$ cat src/rtl/dt_stats_scan.sv
// Sweeps the distance-transform result RAM after the engine finishes and reports
// max distance, its first address, object-pixel count and distance sum. Optional threshold counter: DT_STATS_THR_EN.
module dt_stats_scan #(
  parameter int unsigned ADDR_W = 14,
  parameter int unsigned DATA_W = 8
) (
  input  logic                     clk,
  input  logic                     reset,
  input  logic                     start,
  output logic                     busy,
  output logic                     done,
  output logic                     res_rd,
  output logic [ADDR_W-1:0]        res_addr,
  input  logic [DATA_W-1:0]        res_di,
  output logic [DATA_W-1:0]        max_val,
  output logic [ADDR_W-1:0]        max_addr,
  output logic [ADDR_W:0]          obj_cnt,
  output logic [ADDR_W+DATA_W-1:0] dist_sum
`ifdef DT_STATS_THR_EN
  ,
  input  logic [DATA_W-1:0]        thr,
  output logic [ADDR_W:0]          thr_cnt
`endif
);

  localparam int unsigned CNT_W = ADDR_W + 1;
  localparam int unsigned SUM_W = ADDR_W + DATA_W;

  typedef enum logic [1:0] {
    IDLE,
    READ,
    DRAIN,
    DONE
  } state_t;

  state_t            state_q, state_d;
  logic [ADDR_W-1:0] addr_q, addr_d;
  logic              vld_q, vld_d;
  logic [ADDR_W-1:0] daddr_q, daddr_d;
  logic [DATA_W-1:0] max_val_q, max_val_d;
  logic [ADDR_W-1:0] max_addr_q, max_addr_d;
  logic [CNT_W-1:0]  obj_cnt_q, obj_cnt_d;
  logic [SUM_W-1:0]  dist_sum_q, dist_sum_d;
`ifdef DT_STATS_THR_EN
  logic [DATA_W-1:0] thr_q, thr_d;
  logic [CNT_W-1:0]  thr_cnt_q, thr_cnt_d;
`endif

  always_comb begin
    state_d    = state_q;
    addr_d     = addr_q;
    vld_d      = (state_q == READ);
    daddr_d    = addr_q;
    max_val_d  = max_val_q;
    max_addr_d = max_addr_q;
    obj_cnt_d  = obj_cnt_q;
    dist_sum_d = dist_sum_q;
`ifdef DT_STATS_THR_EN
    thr_d      = thr_q;
    thr_cnt_d  = thr_cnt_q;
`endif

    unique case (state_q)
      IDLE: begin
        if (start) begin
          state_d    = READ;
          addr_d     = '0;
          max_val_d  = '0;
          max_addr_d = '0;
          obj_cnt_d  = '0;
          dist_sum_d = '0;
`ifdef DT_STATS_THR_EN
          thr_d      = thr;
          thr_cnt_d  = '0;
`endif
        end
      end
      READ: begin
        // Counter wraps to zero after the last address, so res_addr idles at 0.
        addr_d = addr_q + 1'b1;
        if (addr_q == '1) state_d = DRAIN;
      end
      DRAIN:   state_d = DONE;
      DONE:    state_d = IDLE;
      default: state_d = IDLE;
    endcase

    // vld_q is never set in IDLE, so this cannot collide with the start-time clear.
    if (vld_q) begin
      dist_sum_d = dist_sum_q + SUM_W'(res_di);
      obj_cnt_d  = obj_cnt_q + CNT_W'(res_di != '0);
      if (res_di > max_val_q) begin
        max_val_d  = res_di;
        max_addr_d = daddr_q;
      end
`ifdef DT_STATS_THR_EN
      thr_cnt_d = thr_cnt_q + CNT_W'(res_di >= thr_q);
`endif
    end
  end

  always_ff @(posedge clk) begin
    if (reset) begin
      state_q    <= IDLE;
      addr_q     <= '0;
      vld_q      <= 1'b0;
      daddr_q    <= '0;
      max_val_q  <= '0;
      max_addr_q <= '0;
      obj_cnt_q  <= '0;
      dist_sum_q <= '0;
`ifdef DT_STATS_THR_EN
      thr_q      <= '0;
      thr_cnt_q  <= '0;
`endif
    end else begin
      state_q    <= state_d;
      addr_q     <= addr_d;
      vld_q      <= vld_d;
      daddr_q    <= daddr_d;
      max_val_q  <= max_val_d;
      max_addr_q <= max_addr_d;
      obj_cnt_q  <= obj_cnt_d;
      dist_sum_q <= dist_sum_d;
`ifdef DT_STATS_THR_EN
      thr_q      <= thr_d;
      thr_cnt_q  <= thr_cnt_d;
`endif
    end
  end

  assign busy     = (state_q != IDLE);
  assign done     = (state_q == DONE);
  assign res_rd   = (state_q == READ);
  assign res_addr = addr_q;
  assign max_val  = max_val_q;
  assign max_addr = max_addr_q;
  assign obj_cnt  = obj_cnt_q;
  assign dist_sum = dist_sum_q;
`ifdef DT_STATS_THR_EN
  assign thr_cnt  = thr_cnt_q;
`endif

endmodule

$ cat config.mk
export PLATFORM = sky130hd
export DESIGN_NAME = dt_stats_scan
export DESIGN_NICKNAME = d
export VERILOG_FILES = /design/src/rtl/dt_stats_scan.sv
export SDC_FILE = /design/constraint.sdc
export NUM_CORES = 1
export LEC_CHECK = 0
export ABC_AREA = 1
export CAP_MARGIN = 0
export CORE_UTILIZATION = 40
export DETAILED_ROUTE_END_ITERATION = 7
export GPL_ROUTABILITY_DRIVEN = 0
export SLEW_MARGIN = 20
export SYNTH_ARGS = -nofsm -noshare
export SYNTH_HDL_FRONTEND = slang
export SYNTH_SLANG_ARGS = --single-unit
$ cat constraint.sdc
create_clock -name clk -period 2.1 [get_ports clk]
set_clock_uncertainty 0.15 [all_clocks]
set_input_delay 0.42 -clock clk [delete_from_list [all_inputs] [get_ports clk]]
set_output_delay 0.42 -clock clk [all_outputs]
set_load 0.01 [all_outputs]
==> results of run 1 <==
-- through the flow --
step           TNS, ns  power, uW
6_report             0       5454
4_1_cts              0       5353
3_3_place_gp    -20.34       3609
3_5_place_dp    -20.75       3632
2_1_floorplan        0       2916
5_1_grt              0       5769
-- routing by layer --
layer  track usage, %  part of all wire (%)
met1            28.58                    49
met4            9.778                   2.1
met3            3.240                   4.2
met5                0                     0
met2            32.59                    45
-- sequential cells by signal, indices dropped and copies added, names as in the netlist --
name,flops
dist_sum,22
obj_cnt,15
daddr_q,14
max_addr,14
res_addr,14
max_val,8
state_q,2
vld_q,1
-- critical path, cell delays in order --
cell           delay (ns)
dlygate4sd2_1        0.39
ha_1                 0.30
buf_4                0.14
a21oi_1              0.23
nand3_4              0.20
clkbuf_16            0.22
a21oi_1              0.14
nor2_1               0.07
-- worst paths after layout --
| kind | end | slack, ns | depth (start not counted) |
|---|---|---|---|
| setup reg to reg | max_val[3] | 0.16 | 8 |
| hold reg to reg | obj_cnt[14] | 0.33 | 2 |
| setup / recovery | max_val[3] | 0.08 | 8 |
| hold / removal | obj_cnt[14] | 0.33 | 2 |
-- cell type report --
class	instances	area share (%)
clock buffers	9	3.375
well taps	143	2.681
clock inverters	7	1.275
multi-input cells	508	39.80
flip-flops and latches	90	27.05
repair buffers	135	19.80
inverters	107	6.018
-- logic make-up (layout without fill, tap and decap cells) --
family | Yosys count | count (layout) | share of synthesized area (%)
buffers and inverters | 130 | 258 | 10.45
DFF | 90 | 90 | 37.05
and+or+nand+nor | 373 | 373 | 32.24
AOI/OAI and AO/OA | 110 | 110 | 13.76
adders and majority gates | 24 | 24 | 6.329
xor gates and xnor gates | 1 | 1 | 0.1801
-- placed cells by master, fill, tap and decap left out, types with 8 or more instances in the layout --
cell,netlist,routed
a21boi_1,7,15
a21oi_1,47,47
buf_4,1,40
clkbuf_16,0,12
clkdlybuf4s50_1,0,76
dfxtp_1,90,87
dlygate4sd2_1,0,9
ha_1,23,16
inv_1,103,101
nand2_1,166,161
nand3_1,71,69
nand4_1,9,9
nor2_1,104,100
nor3_1,9,8
o21ai_0,23,22
-- repair_timing --
action	4_1_cts	5_1_grt
setup endpoints to repair	37	41
cloned	0	5
buffers inserted	0	1
pin swaps	0	4
gates resized for setup	21	31
-- power by group through the flow --
stage	clock network [uW]	logic, uW	registers (uW)
after floorplan	0	935	1980
after global placement	0	1660	1950
after detailed placement	0	1680	1960
after CTS	1740	1680	1920
after global routing	1830	2010	1940
final	1710	1820	1920
==> flow_results.org, run 1 <==
** Placement
- Summing all placed instances gives a cell area of about 6200 um2.
- Detailed placement ended at an HPWL of 9527 um.
- At the placement stage, the worst setup path has a slack of -0.5312 ns.
- Number of cells in the design after placement :: 977
- Count of buffers inserted at the top-level ports :: 86

** CTS
- Buffers inserted to repair hold after CTS numbered 0.
- In this run the number of H-tree levels came out at 3.
- The clock passes through at most 2 buffers.
- CTS tree :: built
- Root buffer selected by CTS :: clkbuf_16
- After clock tree synthesis, the clock-pin slew on the worst setup and hold paths is about 0.070 ns.
- Source-to-sink clock delay at the later pin of the worst-skew pair :: ~0.35 ns
- Clock Sinks :: 90
- Counting the buffers created by CTS gives 9.

** Worst setup path
- Worst setup path startpoint :: res_di[7]
- Type of element capturing the critical path :: flip-flop
- Crit path required time :: 2.19 ns
- Data on the critical path arrives at its endpoint at ~2.1 ns.
- By startpoint and endpoint, the worst setup path is classified as primary input to flip-flop.
- In this run the critical register-to-register path is launched from max_val[7].
- Worst-path fanout max :: 11
- STA classifies the critical path startpoint as a primary input.

** Drt
- Routed Antenna Nets :: 0
- Before antenna repair, the detailed router went through 8 iterations.
- Remaining design rule violation count :: 6
- Dividing the detail-routed wire length by the instance count gives 13.43 um.
- The routed design has roughly 13000 um of wire.
- Count of vias placed by the detailed router :: approximately 5000
- Using the TritonRoute via totals, the vias-per-cell ratio works out to 5.018.
- Iter 0 DRT Violations :: ~250

** Timing
- Total count of hold-check failures in the final report :: 0
- Post-layout min period :: between 2 and 2.5 ns
- Fmax :: around 490 MHz
- Final hold analysis gives a worst-case slack of ~0.33 ns.
- The max-slew violation total from the final report was 0.
- Part of the cycle the worst path needs :: 96.35%
- Total setup violations reported at the end of the flow :: 0
- For the pin with the worst max-slew slack, the measured transition is between 0.3 and 0.4 ns.
- Unrepaired setup endpoints after global routing :: yes
- Headroom to the max-slew limit :: between 70% and 80%
- Final Worst Setup Slack :: approximately 0.077 ns

** GRT
- Global routing used a little over a fifth of the available tracks across all layers.
- Antenna violations before repair :: 0
- Vias in the first global route :: 4575
- Remaining Overflow, GRT :: 0
- Entering global routing, the biggest net connects 45 pins.
- The first global-routing pass estimated between 20000 and 25000 um of wire.

** Cells and area
- The finished layout holds 999 standard cells, fillers aside.
- Cells with a size suffix above 1 make up approximately an eighth of the layout.
- Net count of the finished layout :: ~900
- Registers take between 1500 and 2000 um2.
- Antenna diode count :: 0
- In the final layout, the multi-input gates occupy approximately 2700 um2.
- The layout has roughly 1100 filler cells.
- Area growth from synthesis to layout :: 37.23%
- Cells fill between 50% and 60% of the core in the end.
- Summing all non-filler instances in the final layout gives an area of ~6700 um2.

** Status
- Failing checks :: design-rule violations
- The flow ran to the end, but the final reports show violations.

** Synthesis
- Asr flop ratio synth :: 0%
- Syn Std Cell Area :: 4863 um2
- Summed over its instances, the top area cell type makes up between 30% and 40% of the synthesized netlist area.
- The commonest cells after synthesis are nand2_1, nor2_1, inv_1, dfxtp_1, nand3_1.
- Cell taking the most area after synthesis :: dfxtp_1
- The synthesized design contains 0 enable-type register cells.
- Ys Warns :: 0
- Synthesis handed over a netlist of about 730 instances.
- For this run, the leading register cell type out of synthesis is dfxtp_1.
- Count of state elements after synthesis :: 90
- Cell types occupying the most area after synthesis :: dfxtp_1, nand2_1, nor2_1, inv_1, nand3_1
- Synthesis produced a netlist with a net count of about 760.
- The share of the Yosys chip area taken by registers is between 30% and 40%.
- Yosys instantiated no cell more often than nand2_1.
- Mapped Avg Cell Area :: approximately 6.7 um2
- Yosys cell types :: 38

** Power and ir drop
- Max IR drop VDD :: between 0.4 and 0.5 mV
- In this run, the clock network consumes between 30% and 40% of the power.
- PD cells :: just over 800 nW/um2
- NetSw :: about 1900 uW
- Combinational group share of total power :: 33.4%
- Sequential cells burn between 30% and 40% of the power.
- Fraction of power spent switching nets :: approximately 35%
- In this run the static leakage power is approximately 0.0027 uW.
- The internal portion of the total power is between 3000 and 4000 uW.

** Floorplanning
- Initial core utilization :: roughly two fifths
- Die width :: 112.3 um
- The floorplan step defined a die boundary enclosing 12600 um2.
- In this run the count of I/O pins placed on the die edge is a little under 90.
- Measured along the y axis, the die boundary spans approximately 110 um.
- After floorplanning, the core was divided into 39 placement rows.
- The total area inside the core boundary comes to ~12000 um2.

** Flow run
- Max-Cap Viols :: 0

** Hold path
- In this run the most critical hold path is launched from obj_cnt[14].
- The min-delay analysis places its worst path in the category flip-flop to flip-flop.
Note: power is estimated with default switching activity, not from simulation.
==> inputs of run 2 (changes only) <==
GPL_ROUTABILITY_DRIVEN = unset   (was 0)
==> results of run 2 <==
Final layout, timing and power as in run 1 (identical DEF).
